<file path="config.mk">
export PLATFORM = sky130hd
export DESIGN_NAME = fw_log_capture_mc
export DESIGN_NICKNAME = d
export VERILOG_FILES = /design/src/rtl/fw_log_capture_mc.sv
export SDC_FILE = /design/constraint.sdc
export NUM_CORES = 1
export LEC_CHECK = 0
export CAP_MARGIN = 30
export CORE_MARGIN = 2
export CORE_UTILIZATION = 62
export CTS_CLUSTER_SIZE = 28
export DETAILED_ROUTE_END_ITERATION = 16
export GPL_TIMING_DRIVEN = 0
export PLACE_DENSITY = 0.91
export SLEW_MARGIN = 10
export SYNTH_ARGS = -nofsm -noshare
export SYNTH_HDL_FRONTEND = slang
export SYNTH_SLANG_ARGS = --single-unit
export TNS_END_PERCENT = 20
</file>
<file path="constraint.sdc">
create_clock -name clk -period 18.9 [get_ports clk]
set_input_delay 5.67 -clock clk [delete_from_list [all_inputs] [get_ports clk]]
set_output_delay 5.67 -clock clk [all_outputs]
set_load 0.01 [all_outputs]
</file>
<file path="src/rtl/fw_log_capture_mc.sv">
// Multi-channel firmware-log capture: snoops SRAM write ports for log-address
// hits, tags them with channel and timestamp, and queues them on a stream.
module fw_log_capture_mc #(
   parameter int NUM_CH     = 4,
   parameter int ADDR_WIDTH = 14,
   parameter int DATA_WIDTH = 32,
   parameter int FIFO_DEPTH = 16,
   parameter int TS_WIDTH   = 16,
   parameter int CNT_WIDTH  = 8,
   localparam int CH_W  = (NUM_CH > 1) ? $clog2(NUM_CH) : 1,
   localparam int LVL_W = $clog2(FIFO_DEPTH) + 1
) (
   input  logic                         clk,
   input  logic                         rst_n,
   input  logic                         mon_en,
   input  logic [NUM_CH*ADDR_WIDTH-1:0] target_addr,
   input  logic [NUM_CH-1:0]            ch_ceb,
   input  logic [NUM_CH-1:0]            ch_web,
   input  logic [NUM_CH*ADDR_WIDTH-1:0] ch_addr,
   input  logic [NUM_CH*DATA_WIDTH-1:0] ch_wdata,
   output logic                         log_valid,
   input  logic                         log_ready,
   output logic [CH_W-1:0]              log_ch,
   output logic [TS_WIDTH-1:0]          log_ts,
   output logic [DATA_WIDTH-1:0]        log_data,
   output logic [LVL_W-1:0]             fifo_level,
   input  logic                         drop_clr,
   output logic [NUM_CH*CNT_WIDTH-1:0]  drop_cnt
);

   localparam int PTR_W = $clog2(FIFO_DEPTH);
   localparam int ENT_W = CH_W + TS_WIDTH + DATA_WIDTH;

   logic [TS_WIDTH-1:0]   ts_q;
   logic [NUM_CH-1:0]     hit;
   logic [NUM_CH-1:0]     gnt;
   logic [NUM_CH-1:0]     drop;
   logic [NUM_CH-1:0]     pv_q, pv_d;
   logic [TS_WIDTH-1:0]   pts_q [NUM_CH];
   logic [TS_WIDTH-1:0]   pts_d [NUM_CH];
   logic [DATA_WIDTH-1:0] pd_q  [NUM_CH];
   logic [DATA_WIDTH-1:0] pd_d  [NUM_CH];
   logic [CNT_WIDTH-1:0]  cnt_q [NUM_CH];
   logic [CNT_WIDTH-1:0]  cnt_d [NUM_CH];
   logic [CH_W-1:0]       rr_q, rr_d;
   logic [CH_W-1:0]       gnt_ch;
   logic                  gnt_any;
   logic [CH_W:0]         k;
   logic [PTR_W-1:0]      wr_q, rd_q;
   logic [LVL_W-1:0]      lvl_q, lvl_d;
   logic [ENT_W-1:0]      mem_q [FIFO_DEPTH];
   logic [ENT_W-1:0]      push_ent;
   logic [ENT_W-1:0]      head;
   logic                  full;
   logic                  pop;

   always_comb begin
      for (int i = 0; i < NUM_CH; i++) begin
         hit[i] = mon_en & ~ch_ceb[i] & ~ch_web[i] &
                  (ch_addr[i*ADDR_WIDTH +: ADDR_WIDTH] ==
                   target_addr[i*ADDR_WIDTH +: ADDR_WIDTH]);
      end
   end

   assign log_valid = (lvl_q != '0);
   assign pop       = log_valid & log_ready;
   assign full      = (lvl_q == LVL_W'(FIFO_DEPTH));

   // Round-robin search from rr_q; a pop this cycle frees a full FIFO slot.
   always_comb begin
      gnt     = '0;
      gnt_any = 1'b0;
      gnt_ch  = '0;
      k       = '0;
      for (int j = 0; j < NUM_CH; j++) begin
         k = {1'b0, rr_q} + (CH_W+1)'(j);
         if (k >= (CH_W+1)'(NUM_CH)) begin
            k = k - (CH_W+1)'(NUM_CH);
         end
         if (!gnt_any && pv_q[k[CH_W-1:0]] && (!full || pop)) begin
            gnt_any              = 1'b1;
            gnt[k[CH_W-1:0]]     = 1'b1;
            gnt_ch               = k[CH_W-1:0];
         end
      end
   end

   always_comb begin
      rr_d = rr_q;
      if (gnt_any) begin
         if (gnt_ch == CH_W'(NUM_CH - 1)) begin
            rr_d = '0;
         end else begin
            rr_d = gnt_ch + CH_W'(1);
         end
      end
   end

   always_comb begin
      for (int i = 0; i < NUM_CH; i++) begin
         pv_d[i]  = pv_q[i];
         pts_d[i] = pts_q[i];
         pd_d[i]  = pd_q[i];
         drop[i]  = 1'b0;
         if (hit[i] && (!pv_q[i] || gnt[i])) begin
            pv_d[i]  = 1'b1;
            pts_d[i] = ts_q;
            pd_d[i]  = ch_wdata[i*DATA_WIDTH +: DATA_WIDTH];
         end else begin
            if (gnt[i]) begin
               pv_d[i] = 1'b0;
            end
            if (hit[i]) begin
               drop[i] = 1'b1;
            end
         end
      end
   end

   always_comb begin
      for (int i = 0; i < NUM_CH; i++) begin
         cnt_d[i] = cnt_q[i];
         if (drop_clr) begin
            cnt_d[i] = CNT_WIDTH'(drop[i]);
         end else if (drop[i] && !(&cnt_q[i])) begin
            cnt_d[i] = cnt_q[i] + CNT_WIDTH'(1);
         end
      end
   end

   always_comb begin
      lvl_d = lvl_q;
      unique case ({gnt_any, pop})
         2'b10:   lvl_d = lvl_q + LVL_W'(1);
         2'b01:   lvl_d = lvl_q - LVL_W'(1);
         default: lvl_d = lvl_q;
      endcase
   end

   assign push_ent = {gnt_ch, pts_q[gnt_ch], pd_q[gnt_ch]};

   always_ff @(posedge clk or negedge rst_n) begin
      if (!rst_n) begin
         ts_q  <= '0;
         pv_q  <= '0;
         rr_q  <= '0;
         wr_q  <= '0;
         rd_q  <= '0;
         lvl_q <= '0;
         for (int i = 0; i < NUM_CH; i++) begin
            pts_q[i] <= '0;
            pd_q[i]  <= '0;
            cnt_q[i] <= '0;
         end
      end else begin
         ts_q  <= ts_q + TS_WIDTH'(1);
         pv_q  <= pv_d;
         rr_q  <= rr_d;
         lvl_q <= lvl_d;
         if (gnt_any) begin
            wr_q <= wr_q + PTR_W'(1);
         end
         if (pop) begin
            rd_q <= rd_q + PTR_W'(1);
         end
         for (int i = 0; i < NUM_CH; i++) begin
            pts_q[i] <= pts_d[i];
            pd_q[i]  <= pd_d[i];
            cnt_q[i] <= cnt_d[i];
         end
      end
   end

   // Storage needs no reset: nothing reads it while the level is zero.
   always_ff @(posedge clk) begin
      if (gnt_any) begin
         mem_q[wr_q] <= push_ent;
      end
   end

   assign head       = mem_q[rd_q];
   assign log_ch     = log_valid ? head[ENT_W-1 -: CH_W] : '0;
   assign log_ts     = log_valid ? head[DATA_WIDTH +: TS_WIDTH] : '0;
   assign log_data   = log_valid ? head[DATA_WIDTH-1:0] : '0;
   assign fifo_level = lvl_q;

   always_comb begin
      for (int i = 0; i < NUM_CH; i++) begin
         drop_cnt[i*CNT_WIDTH +: CNT_WIDTH] = cnt_q[i];
      end
   end

endmodule

</file>
==> results.toml <==
[run]
drv_cap = 0

[floorplan]
rows = 97
io_pins = 341
fp.dieArea_sq_mm = 0.0733
fp.coreArea_sq_mm = 0.0703
die_y_um = 271
die_w_um = 271
initial_utilization = 0.628

[power]
switching_power_mw = 3.18
p_int_mw = 5.88
total_power_mw = 9.06
netSwitchingFraction = 0.351
power_frac_seq = 0.376
power.density_mw_per_mm2 = 169
peakVddDrop_v = 0.000113
p_comb_frac = 0.399
pwr-share-clk = 0.225
p_leak_nw = 19.0

[global_route]
track_usage = 0.384
grt_pass1_wl_um = 201000
antenna_found_initial = 11
grt_overflow_total = 0
grt_pass1_vias = 29100
grt_max_degree = 107

[finish]
fill_cells = 3541
final_util = 0.764
final_cells = 4022
area_delta_synth_final_pct = 21.6
nets = 3264
drive_gt1_frac = 0.254
postLayoutCellArea_sq_mm = 0.0537

[detailed_routing]
routed_via_density = 7.04
vias = 28300
drt_iter0_markers = 4137
finalWirelength_um = 140000
dr.pass1.iters = 6
ant_nets = 0
wl_per_cell_um = 34.8
post-route-drc-count = 0

[yosys]
synth_cells = 2433
synth-edff-count = 800
synth_nets = 2703
synth_top_area_frac = 0.544
ys_seq_elements = 1059
synth_most_common_cell = "edfxtp_1"
yosys-top-cells-count = "edfxtp_1, dfrtp_1, mux4_2"
synth_top_area_cell = "edfxtp_1"
avgSynthCellArea_sq_um = 18.1
yosysWarnings = 0
synth_top_flop_cell = "edfxtp_1"
netlist_top_cells_area = "edfxtp_1, dfrtp_1, mux4_2, mux2_2, o21ai_0"
syn_area_sq_mm = 0.0441
seq_area_frac_synth = 0.691
async_flop_share = 0.245
ys_types = 65

[clocking]
ctsRootBufferMaster = "clkbuf_16"
ctsResizeCount = 0
clk_pin_slew_worst_paths_ns = 0.06
clk_latency_ns = 0.69
clkSinkCount = 1059
cts-htree-levels = 3
cts_tree = "done"
hold_buffers = 0
numCtsBuffers = 101
cts.path.max_buffers = 3
cts_setup_buffers = 0

[place]
dpl_worst_slack_ns = 8.57
port_buffers = 339
placed_area_sq_mm = 0.0499
dp_hpwl_um = 90500
gp_congestion = 0.955
dp_cells = 3783

[sta]
slew_viol_final = 0
clock_skew_ns = 0.0238
fmax_mhz = 97.4
tns_ns = 0
finalHoldViolCount = 0
setup_viol = 0
maxSlewHeadroom = 0.281
rsz0062_at_grt = "false"
fin_crit_sh = 0.543
whs_ns = 0.505
postLayoutSetupSlackWorst_ns = 8.63
fin_crit_ns = 10.27
worstMarginPinSlew_ns = 1.08

[critical_path]
crit_family = "buffers and inverters"
crit_slowest_cell = "buf_1"
max_stage_delay_ns = 0.71
startpoint_type = "register"
worstSetupPathType = "reg2out"
cp_max_fo = 10
cp_data_required_time_ns = 13.23
critPathArrivalTime_ns = 4.60
worstSetupEndpointType = "primary output"
cp.buffers_inverters = 5
crit_chain = "clkbuf_1 > buf_1 > buf_8 > buf_1 > mux4_2 > mux4_2 > and2_1 > clkdlybuf4s50_1"

[hold_path]
hold_class = "reg2reg"

[run_status]
outcome = "complete, no violations"
-- flip-flops by register name (all words and copies together), names as in the netlist, named ones only --
register and flops:
pd_q 128, drop_cnt 32, rr_q 1, pts_q 64
rd_q 4, ts_q 16, pv_q 4, mem_q 800
wr_q 4, fifo_level 5
-- power groups by stage --
stage          sequential [mW]  combinational, mW  clock, mW
2_1_floorplan             3.42               1.83          0
3_3_place_gp              3.46               2.89          0
3_5_place_dp              3.46               3.24          0
4_1_cts                   3.43               3.34       2.04
5_1_grt                   3.42               3.72       2.12
6_report                  3.41               3.61       2.04
-- worst reg2reg max path, stage by stage (launching register included) --
cell	delay (ns)
dfrtp_1	0.46
buf_2	0.27
inv_1	0.14
ha_1	0.30
buf_2	0.24
mux4_2	0.60
or3_1	0.48
a31oi_1	0.74
clkbuf_1	0.65
clkbuf_1	0.44
o21ai_0	0.25
a22oi_2	0.79
-- cells by family (layout without fill, tap and decap cells) --
kind of cell	after synthesis	in the layout	share of synthesized area
compound gates	325	325	0.0486
other cells	0	2	0
buf+inv	187	834	0.0174
fa+ha+maj	17	17	0.00482
flops	1059	1059	0.691
mux	462	462	0.182
simple gates	301	301	0.0395
xor+xnor	82	82	0.0163
-- final timing paths --
| path | start | end | slack, ns | cells past startpoint |
|---|---|---|---|---|
| worst max-delay path | rd_q[0]$_DFFE_PN0P_ | log_data[24] | 8.63 | 8 |
| worst min-delay path | pd_q[54]$_DFFE_PN0P_ | pd_q[54]$_DFFE_PN0P_ | 0.50 | 1 |
| worst max register to register | register | mem_q[11][9]$_DFFE_PP_ | 13.18 | 11 |
| worst min register to register | pd_q[54]$_DFFE_PN0P_ | pd_q[54]$_DFFE_PN0P_ | 0.50 | 1 |
| max in group asynchronous | rst_n | pd_q[49]$_DFFE_PN0P_ | 12.57 | 3 |
| min in group asynchronous | rst_n | pd_q[31]$_DFFE_PN0P_ | 4.96 | 1 |
-- area by class of cell --
class | count | area (sq um) | area share
buffer | 174 | 721 | 0.0134
clock inverter | 53 | 517 | 0.00963
antenna | 2 | 5.00 | 0.0000933
inverter | 13 | 48.8 | 0.000909
multi-input combinational | 1187 | 13000 | 0.243
clock buffer | 136 | 2740 | 0.0511
sequential | 1059 | 30500 | 0.568
tap | 940 | 1180 | 0.0219
timing repair buffer | 458 | 4910 | 0.0915
-- layout by cell type (no fill, tap or decap), drive strengths merged, types with 23 or more instances in the layout --
cell type      Yosys  routed
and2              52      52
a22oi             53      53
nand3             35      35
buf               53     159
nor2              33      33
a31oi             49      49
edfxtp           800     800
xnor2             61      61
nand2             32      32
o21ai            116     116
a311oi            47      47
mux4             253     253
clkinv             0      30
clkdlybuf4s50      0     338
nand4             29      29
dfrtp            259     259
inv               13      23
mux2             202     202
clkbuf           121     271
-- routing by layer --
layer	global-route usage	wire [um]	up-vias
met5	0	69	-
met4	0.220	9370	10
met3	0.0902	17200	570
met2	0.639	69500	2518
met1	0.465	44000	14200
li1	-	-	11000
No activity file was read; power rests on OpenSTA's default activity.
